`config.mk`:
```
export PLATFORM = sky130hd
export DESIGN_NAME = timer_ctrl
export DESIGN_NICKNAME = d
export VERILOG_FILES = /design/src/rtl/timer_pkg.sv /design/src/rtl/timer_prescaler.sv /design/src/rtl/timer_ctrl.sv
export SDC_FILE = /design/constraint.sdc
export NUM_CORES = 1
export LEC_CHECK = 0
export CAP_MARGIN = 5
export CORE_MARGIN = 2
export CORE_UTILIZATION = 42
export CTS_CLUSTER_SIZE = 12
export DETAILED_ROUTE_END_ITERATION = 8
export GPL_TIMING_DRIVEN = 0
export PLACE_DENSITY = 0.8
export REMOVE_ABC_BUFFERS = 1
export SLEW_MARGIN = 10
export SYNTH_ARGS = -nofsm -noshare
export SYNTH_HDL_FRONTEND = slang
export SYNTH_SLANG_ARGS = --single-unit
```
`constraint.sdc`:
```
create_clock -name pclk -period 3.6 [get_ports pclk]
set_input_delay 0.36 -clock pclk [delete_from_list [all_inputs] [get_ports pclk]]
set_output_delay 0.36 -clock pclk [all_outputs]
set_load 0.01 [all_outputs]
```
`src/rtl/timer_pkg.sv`:
```
// Shared types and constants for the 8-bit timer control block.
// Holds the FSM encoding, the TCR/TSR bit positions and the CKS-to-period mapping.
package timer_pkg;

    typedef enum logic [1:0] {
        IDLE = 2'd0,
        RUN  = 2'd1,
        LOAD = 2'd2
    } state_e;

    localparam int TCR_LOAD   = 7;
    localparam int TCR_EN     = 4;
    localparam int TCR_DIR    = 3;
    localparam int TCR_CKS_HI = 1;
    localparam int TCR_CKS_LO = 0;

    localparam int TSR_OVF = 0;
    localparam int TSR_UDF = 1;

    localparam int DIV_W = 4;

    // Tick period in pclk cycles produced by a given CKS setting.
    function automatic int unsigned cks_period(input logic [1:0] cks);
        return 32'd2 << cks;
    endfunction

endpackage

```
`src/rtl/timer_prescaler.sv`:
```
// Prescaler producing the counter tick clk_in from a 4-bit divider.
// The divider is held at zero outside RUN so every RUN entry starts a fresh tick period.
module timer_prescaler
    import timer_pkg::*;
(
    input  logic       pclk,
    input  logic       preset_n,
    input  logic       run,
    input  logic [1:0] cks,
    output logic       clk_in
);

    logic [DIV_W-1:0] div_q;
    logic [DIV_W-1:0] div_d;

    always_comb begin
        div_d = '0;
        if (run) begin
            div_d = div_q + 1'b1;
        end
    end

    always_ff @(posedge pclk or negedge preset_n) begin
        if (!preset_n) begin
            div_q <= '0;
        end else begin
            div_q <= div_d;
        end
    end

    assign clk_in = run & div_q[cks];

endmodule

```
`src/rtl/timer_ctrl.sv`:
```
// Timer control/status: mode FSM, wrap detection on the counter value,
// write-1-to-clear sticky flags and the registered interrupt.
module timer_ctrl
    import timer_pkg::*;
#(
    parameter int CNT_W = 8
) (
    input  logic             pclk,
    input  logic             preset_n,
    input  logic [7:0]       tcr,
    input  logic [CNT_W-1:0] cnt,
    input  logic [1:0]       tier,
    input  logic             tsr_wr,
    input  logic [1:0]       tsr_wdata,
    output logic             clk_in,
    output logic [1:0]       tsr,
    output logic             irq,
    output logic [1:0]       state
);

    state_e           state_q;
    state_e           state_d;
    logic [CNT_W-1:0] cnt_prev_q;
    logic [CNT_W-1:0] cnt_prev_d;
    logic [1:0]       tsr_q;
    logic [1:0]       tsr_d;
    logic             irq_q;
    logic             irq_d;
    logic [1:0]       evt;
    logic             run;

    logic unused_tcr;
    assign unused_tcr = ^{tcr[6:5], tcr[2]};

    assign run = (state_q == RUN);

    // LOAD has priority from any state; the encoding 3 falls back to IDLE.
    always_comb begin
        state_d = IDLE;
        if (tcr[TCR_LOAD]) begin
            state_d = LOAD;
        end else begin
            case (state_q)
                IDLE, RUN, LOAD: state_d = tcr[TCR_EN] ? RUN : IDLE;
                default:         state_d = IDLE;
            endcase
        end
    end

    always_comb begin
        cnt_prev_d    = cnt;
        evt           = '0;
        evt[TSR_OVF]  = run & ~tcr[TCR_DIR] & (cnt_prev_q == '1) & (cnt == '0);
        evt[TSR_UDF]  = run &  tcr[TCR_DIR] & (cnt_prev_q == '0) & (cnt == '1);
        tsr_d         = evt | (tsr_q & ~(tsr_wdata & {2{tsr_wr}}));
        irq_d         = |(tsr_q & tier);
    end

    always_ff @(posedge pclk or negedge preset_n) begin
        if (!preset_n) begin
            state_q    <= IDLE;
            cnt_prev_q <= '0;
            tsr_q      <= '0;
            irq_q      <= 1'b0;
        end else begin
            state_q    <= state_d;
            cnt_prev_q <= cnt_prev_d;
            tsr_q      <= tsr_d;
            irq_q      <= irq_d;
        end
    end

    timer_prescaler u_prescaler (
        .pclk     (pclk),
        .preset_n (preset_n),
        .run      (run),
        .cks      (tcr[TCR_CKS_HI:TCR_CKS_LO]),
        .clk_in   (clk_in)
    );

    assign tsr   = tsr_q;
    assign irq   = irq_q;
    assign state = state_q;

endmodule
```
==> out/results.tsv, run 1 <==
metric	value	unit
clk_lat worst skew	0.28	ns
global router's overall resource usage	0.1570	
WP buf/inv	2	
Lkg Pwr	0.4078	nW
number of flops mapped to enable cells by yosys	0	
top post-synthesis cells by count	dfrtp_1 (17), nand2_1 (5), nor2_1 (4)	
Core ar.	0.001489	sq mm
row cnt	14	
Synth Area in Simple Gates	0.2049	
CTS tree	yes	
Final Skew	0.006578	ns
ys async rst share	1.000	
number of clock sinks	17	
Hold Vio Cnt, Final	0	
mux share of post-synthesis cell area	0.03416	
grt ovf	0	
clk root buf	clkbuf_4	
top cell family by delay on the critical path	buffers and inverters	
Mean Syn Cell Area	13.46	sq um
largest net degree at the start of global routing	18	
vias in the first global route	528	
Synth Flop Type	dfrtp_1	
count of final max-slew check failures	0	
DRT antenna net count	0	
maximum VDD drop	0.2190	mV
H-tree lvl count	1	
Final Wtd Congestion	0.6986	
Multi-input gate area	226.5	sq um
share of post-route cells with drive strength above 1	0.1282	
largest family of logic cells by synthesized area	simple AND/OR/NAND/NOR gates	
first-pass GRT wire length	2173	microns
P_int	0.2641	mW
compound-cell area share of the yosys netlist	0.05882	
die width	43.62	microns
TritonRoute pass-1 iters	4	
total negative slack	0	ns
WL per Instance	12.87	microns
FMAX	435.4	MHz
area leader, netlist	dfrtp_1	
Sw Share	0.2171	
endpoints failing setup	0	
Num CTS Buffers	3	
synth unique cells	20	
final net count	103	
full die area	0.001903	sq mm
hold crit path type	flop to flop	
register area	425.4	sq um
final instance area	955.9	sq um
Post-Syn Area	659.4	sq um
Synth Register Bits	17	
largest cells by area after synthesis	dfrtp_1 (65%), nor4_2 (3.8%), a32o_2 (3.4%), mux4_2 (3.4%), or4_4 (3.4%)	
fill count	129	
initial DRC count	3	
Detailed Place HPWL	1001	microns
clock buffer depth	2	
Synth top area share	0.6452	
Logic pwr share	0.111	
Required @ worst endpoint	3.24	ns
Critical Path AT	1.94	ns
adder-cell share of the synthesized area	0.01898	
PortBufs	25	
IO Count	29	
most used cell, CP	clkdlybuf4s50_1	
Die Ht	43.62	microns
Synth Area in XOR/XNOR	0.02657	
drt total wl	1210	microns
Setup crit end kind	output pin	
n_diodes	0	
Power Density	353.0	mW/mm^2
critical path's largest stage delay	0.49	ns
outcome	completed	
crit path kind	primary input to output pin	
Cells after Synth	49	
post-synthesis sequential area ratio	0.6452	
period utilisation layout	0.6380	
Worst-path clk slew	0.10	ns
Setup Buffers After CTS	0	
Initial Util	0.4429	
RSZ-0062 raised after global routing	false	
MaxCap Viol Count	0	
Post-CTS Hold Fix Bufs	0	
dpl cell area	929.6	sq um
Slew HR	0.5157	
DRC errors left	0	
Yosys warning count	0	
Max FO, Critical Path	1	
Startpoint Class	primary input	
power share of the sequential group	0.596	
antenna violations before repair	0	
Slowest cell on crit path	mux4_2	
clock power share	0.294	
DR vias	504	
Switch Pwr	0.07327	mW
Worst-Margin Slew	0.7241	ns
crit path time final	2.297	ns
number of gates resized after cts	0	
synthesis-to-finish area growth	44.97	%
most common cell in the netlist	dfrtp_1	
crit path cell chain	clkdlybuf4s50_1 -> mux4_2 -> nor2b_1 -> clkdlybuf4s50_1	
vias per cell	5.362	
power groups by stage:
stage / Combinational [mW] / Clock (mW) / Sequential, mW
after CTS: 0.0383 / 0.101 / 0.201
after detailed placement: 0.0381 / 0 / 0.205
final: 0.0374 / 0.0991 / 0.201
after global placement: 0.0369 / 0 / 0.205
after floorplan: 0.00649 / 0 / 0.205
after global routing: 0.0410 / 0.111 / 0.202
final cells by class:
cell class,instances,area share
Clock buffer,4,0.02749
Inverter,2,0.007853
Multi-Input combinational cell,30,0.2369
Sequential cell,17,0.4450
Tap cell,16,0.02094
Timing Repair Buffer,25,0.2618
worst register-to-register path, stage by stage (launching register included):
cell	delay [ns]
dfrtp_1	0.38
or4_4	0.53
nor4_2	0.15
a32o_2	0.19
worst paths after layout:
check                           depth (start not counted)  slack [ns]            end          start
worst max-delay path                                    4        1.30         clk_in         tcr[1]
worst min-delay path                                    1        0.47       state[0]       state[0]
worst max register to register                          3        2.30         tsr[1]  cnt_prev_q[0]
worst min register to register                          1        0.47       state[0]       state[0]
max in group asynchronous                               1        2.64  cnt_prev_q[4]       preset_n
min in group asynchronous                               1        0.50       state[1]       preset_n
routing by layer:
| metal | track usage | wire (microns) | up-vias |
|---|---|---|---|
| met2 | 0.2794 | 638 | 21 |
| met4 | 0.05455 | 14 | 0 |
| met3 | 0.02917 | 86 | 2 |
| li1 | - | - | 237 |
| met1 | 0.1889 | 470 | 244 |
| met5 | 0 | 0 | - |
state kept, by name, summed over array words and instances (netlist names):
register,cells
tsr,2
cnt_prev_q,8
state,2
u_prescaler.div_q,4
irq,1
stage by stage:
step | utilization | hold WS [ns] | power [mW] | setup WS [ns] | std cells
after floorplan | - | 0.06441 | 0.2112 | 2.260 | 49
after global routing | 0.6420 | 0.5013 | 0.3545 | 1.244 | 94
after global placement | 0.6244 | 0.4551 | 0.2414 | 1.300 | 90
final | 0.6420 | 0.4686 | 0.3374 | 1.303 | 94
after detailed placement | 0.6244 | 0.4649 | 0.2430 | 1.297 | 90
after CTS | 0.6420 | 0.4746 | 0.3408 | 1.290 | 94
cells in the final DEF, fill, tap and decap left out, drive strengths merged, types with 2 or more instances in the layout:
| master | count |
|---|---|
| a32o | 2 |
| nor2 | 4 |
| nand2 | 5 |
| clkbuf | 4 |
| inv | 2 |
| or4 | 2 |
| nor3 | 2 |
| clkdlybuf4s50 | 25 |
| nand4 | 2 |
| dfrtp | 17 |
| nor4 | 3 |
cells by family (layout without fill, tap and decap cells):
logic type	Yosys count	in the layout
multiplexers	1	1
XOR/XNOR	2	2
flip-flops	17	17
AND/OR/NAND/NOR	22	22
AO/OA/AOI/OAI	4	4
buffers and inverters	2	31
adder cells (fa/ha/maj)	1	1
No activity file was read; power rests on OpenSTA's default activity.
==> run 2: changes to the inputs <==
--- a/config.mk
+++ b/config.mk
@@ -7,11 +7,11 @@
 export LEC_CHECK = 0
 export CAP_MARGIN = 5
 export CORE_MARGIN = 2
-export CORE_UTILIZATION = 42
+export CORE_UTILIZATION = 39
 export CTS_CLUSTER_SIZE = 12
 export DETAILED_ROUTE_END_ITERATION = 8
 export GPL_TIMING_DRIVEN = 0
-export PLACE_DENSITY = 0.8
+export PLACE_DENSITY = 0.75
 export REMOVE_ABC_BUFFERS = 1
 export SLEW_MARGIN = 10
 export SYNTH_ARGS = -nofsm -noshare
==> constraint.sdc (replaced) <==
create_clock -name pclk -period 2.3 [get_ports pclk]
set_input_delay 0.23 -clock pclk [delete_from_list [all_inputs] [get_ports pclk]]
set_output_delay 0.23 -clock pclk [all_outputs]
set_load 0.01 [all_outputs]
==> out/results.tsv, run 2 (synthesized netlist as in run 1, its figures left out) <==
metric	value	unit	change
Post-CTS Hold Fix Bufs	0		unchanged
maximum VDD drop	0.3073	mV	+40%
Hold Vio Cnt, Final	0		unchanged
largest net degree at the start of global routing	18		unchanged
FF-to-FF Start	cnt_prev_q[0]		
power share of the sequential group	0.601		+0.005
vias per cell	5.330		-0.60%
n_diodes	0		unchanged
share of post-route cells with drive strength above 1	0.1410		+0.01282
R2R setup slack	0.96	ns	-1.34 ns
Core ar.	0.001541	sq mm	+3.5%
clock buffer depth	2		unchanged
crit path kind	primary input to output pin		
synthesis-to-finish area growth	45.16	%	
Die Ht	45.12	microns	+3.4%
Initial Util	0.4278		-0.01510
Setup crit end kind	output pin		
clk_lat worst skew	0.28	ns	about the same
Place WS	0.2529	ns	-1.044 ns
H-tree lvl count	1		unchanged
Worst-Margin Slew	0.7233	ns	-0.0008094 ns
grt ovf	0		unchanged
Detailed Place HPWL	989.1	microns	-1.2%
Reg2Reg Capture Point	tsr[1]		
Startpoint Class	primary input		
clk root buf	clkbuf_4		
row cnt	14		unchanged
MaxCap Viol Count	0		unchanged
TritonRoute pass-1 iters	2		-2
CTS tree	yes		
Logic pwr share	0.111		about the same
total negative slack	0	ns	unchanged
hold crit path type	primary input to asynchronous set/reset pin		
global router's overall resource usage	0.1456		-0.01141
Biggest register	cnt_prev_q		
die width	45.12	microns	+3.4%
max reg flops	8		unchanged
FMAX	491.2	MHz	
WL per Instance	12.99	microns	+0.91%
commonest cells after routing, fill and taps aside	clkdlybuf4s50_1 (25), dfrtp_1 (17), nand2_1 (5)		
count of final max-slew check failures	0		unchanged
clock power share	0.287		-0.007
Final Skew	0.004658	ns	-0.001920 ns
P_int	0.4105	mW	+55%
initial DRC count	3		unchanged
Critical Path AT	1.81	ns	-0.13 ns
first-pass GRT wire length	2118	microns	-2.5%
Max FO, Critical Path	1		unchanged
Lkg Pwr	0.4105	nW	+0.67%
antenna violations before repair	0		unchanged
outcome	completed		
most common cell after layout, fill and taps aside	clkdlybuf4s50_1		
Slew HR	0.5163		+0.0005410
biggest regs	cnt_prev_q x8, u_prescaler.div_q x4		
worst setup margin	0.2641	ns	-1.039 ns
Setup Buffers After CTS	0		unchanged
Final Wtd Congestion	0.6413		-8.2%
IO Count	29		unchanged
period utilisation layout	0.8852		
fill count	137		+6.2%
vias in the first global route	522		-1.1%
Sw Share	0.2157		-0.001432
number of clock sinks	17		unchanged
Required @ worst endpoint	2.07	ns	-1.17 ns
number of gates resized after cts	0		unchanged
Worst-path clk slew	0.10	ns	about the same
drt total wl	1221	microns	+0.91%
DRC errors left	0		unchanged
Worst R2R Path Depth	3		unchanged
endpoints failing setup	0		unchanged
RSZ-0062 raised after global routing	false		
Power Density	546.9	mW/mm^2	+55%
PortBufs	25		unchanged
crit path time final	2.036	ns	
Switch Pwr	0.1129	mW	+54%
DR vias	501		-0.60%
Num CTS Buffers	3		unchanged
final net count	103		unchanged
DRT antenna net count	0		unchanged
full die area	0.002036	sq mm	+7.0%
[run 2: cell count changes in the layout (fill, tap and decap cells not counted), sizes merged]
cell    delta
clkinv     +1
clkbuf     -1
[run 2: critical path, stage by stage]
cell and delay [ns]:
clkdlybuf4s50_1 0.48, mux4_2 0.48, nor2b_1 0.14, clkdlybuf4s50_1 0.48
[run 2: power groups by stage]
stage	registers, mW	logic (mW)	clock network [mW]
after floorplan	0.320	0.0102	0
after global placement	0.320	0.0579	0
after detailed placement	0.321	0.0594	0
after CTS	0.315	0.0596	0.163
after global routing	0.316	0.0645	0.171
final	0.315	0.0582	0.150
[run 2: stage by stage]
stage | hold WS (ns) | util | total power, mW | std cells | cell area [sq um]
after floorplan | -0.06559 | - | 0.3306 | 49 | 659.4
after global placement | 0.4578 | 0.6031 | 0.3780 | 90 | 929.6
after detailed placement | 0.4647 | 0.6031 | 0.3803 | 90 | 929.6
after CTS | 0.3944 | 0.6209 | 0.5374 | 94 | 957.2
after global routing | 0.4024 | 0.6209 | 0.5522 | 94 | 957.2
final | 0.3733 | 0.6209 | 0.5235 | 94 | 957.2
[run 2: worst max path at each step]
stage,startpoint,slack [ns],depth (start not counted),end
floorplan,cnt_prev_q[0],1.05,3,tsr[1]
global placement,tcr[1],0.26,4,clk_in
detailed placement,tcr[1],0.25,4,clk_in
CTS,tcr[1],0.25,4,clk_in
global route,tcr[1],0.21,4,clk_in
finish,tcr[1],0.26,4,clk_in
[run 2: final cells by class]
type	count	area [sq um]	share of cell area
Clock buffer	3	22.52	0.02353
Clock inverter	1	5.005	0.005229
Inverter	2	7.507	0.007843
Multi-Input combinational cell	30	226.5	0.2366
Sequential cell	17	425.4	0.4444
Tap cell	16	20.02	0.02092
Timing Repair Buffer	25	250.2	0.2614
[run 2: routing by layer]
metal,track usage,vias to the layer above,part of all wire
li1,-,239,-
met1,0.1718,241,0.40
met2,0.2686,21,0.53
met3,0.02800,0,0.072
met4,0.03529,0,0
met5,0,-,0
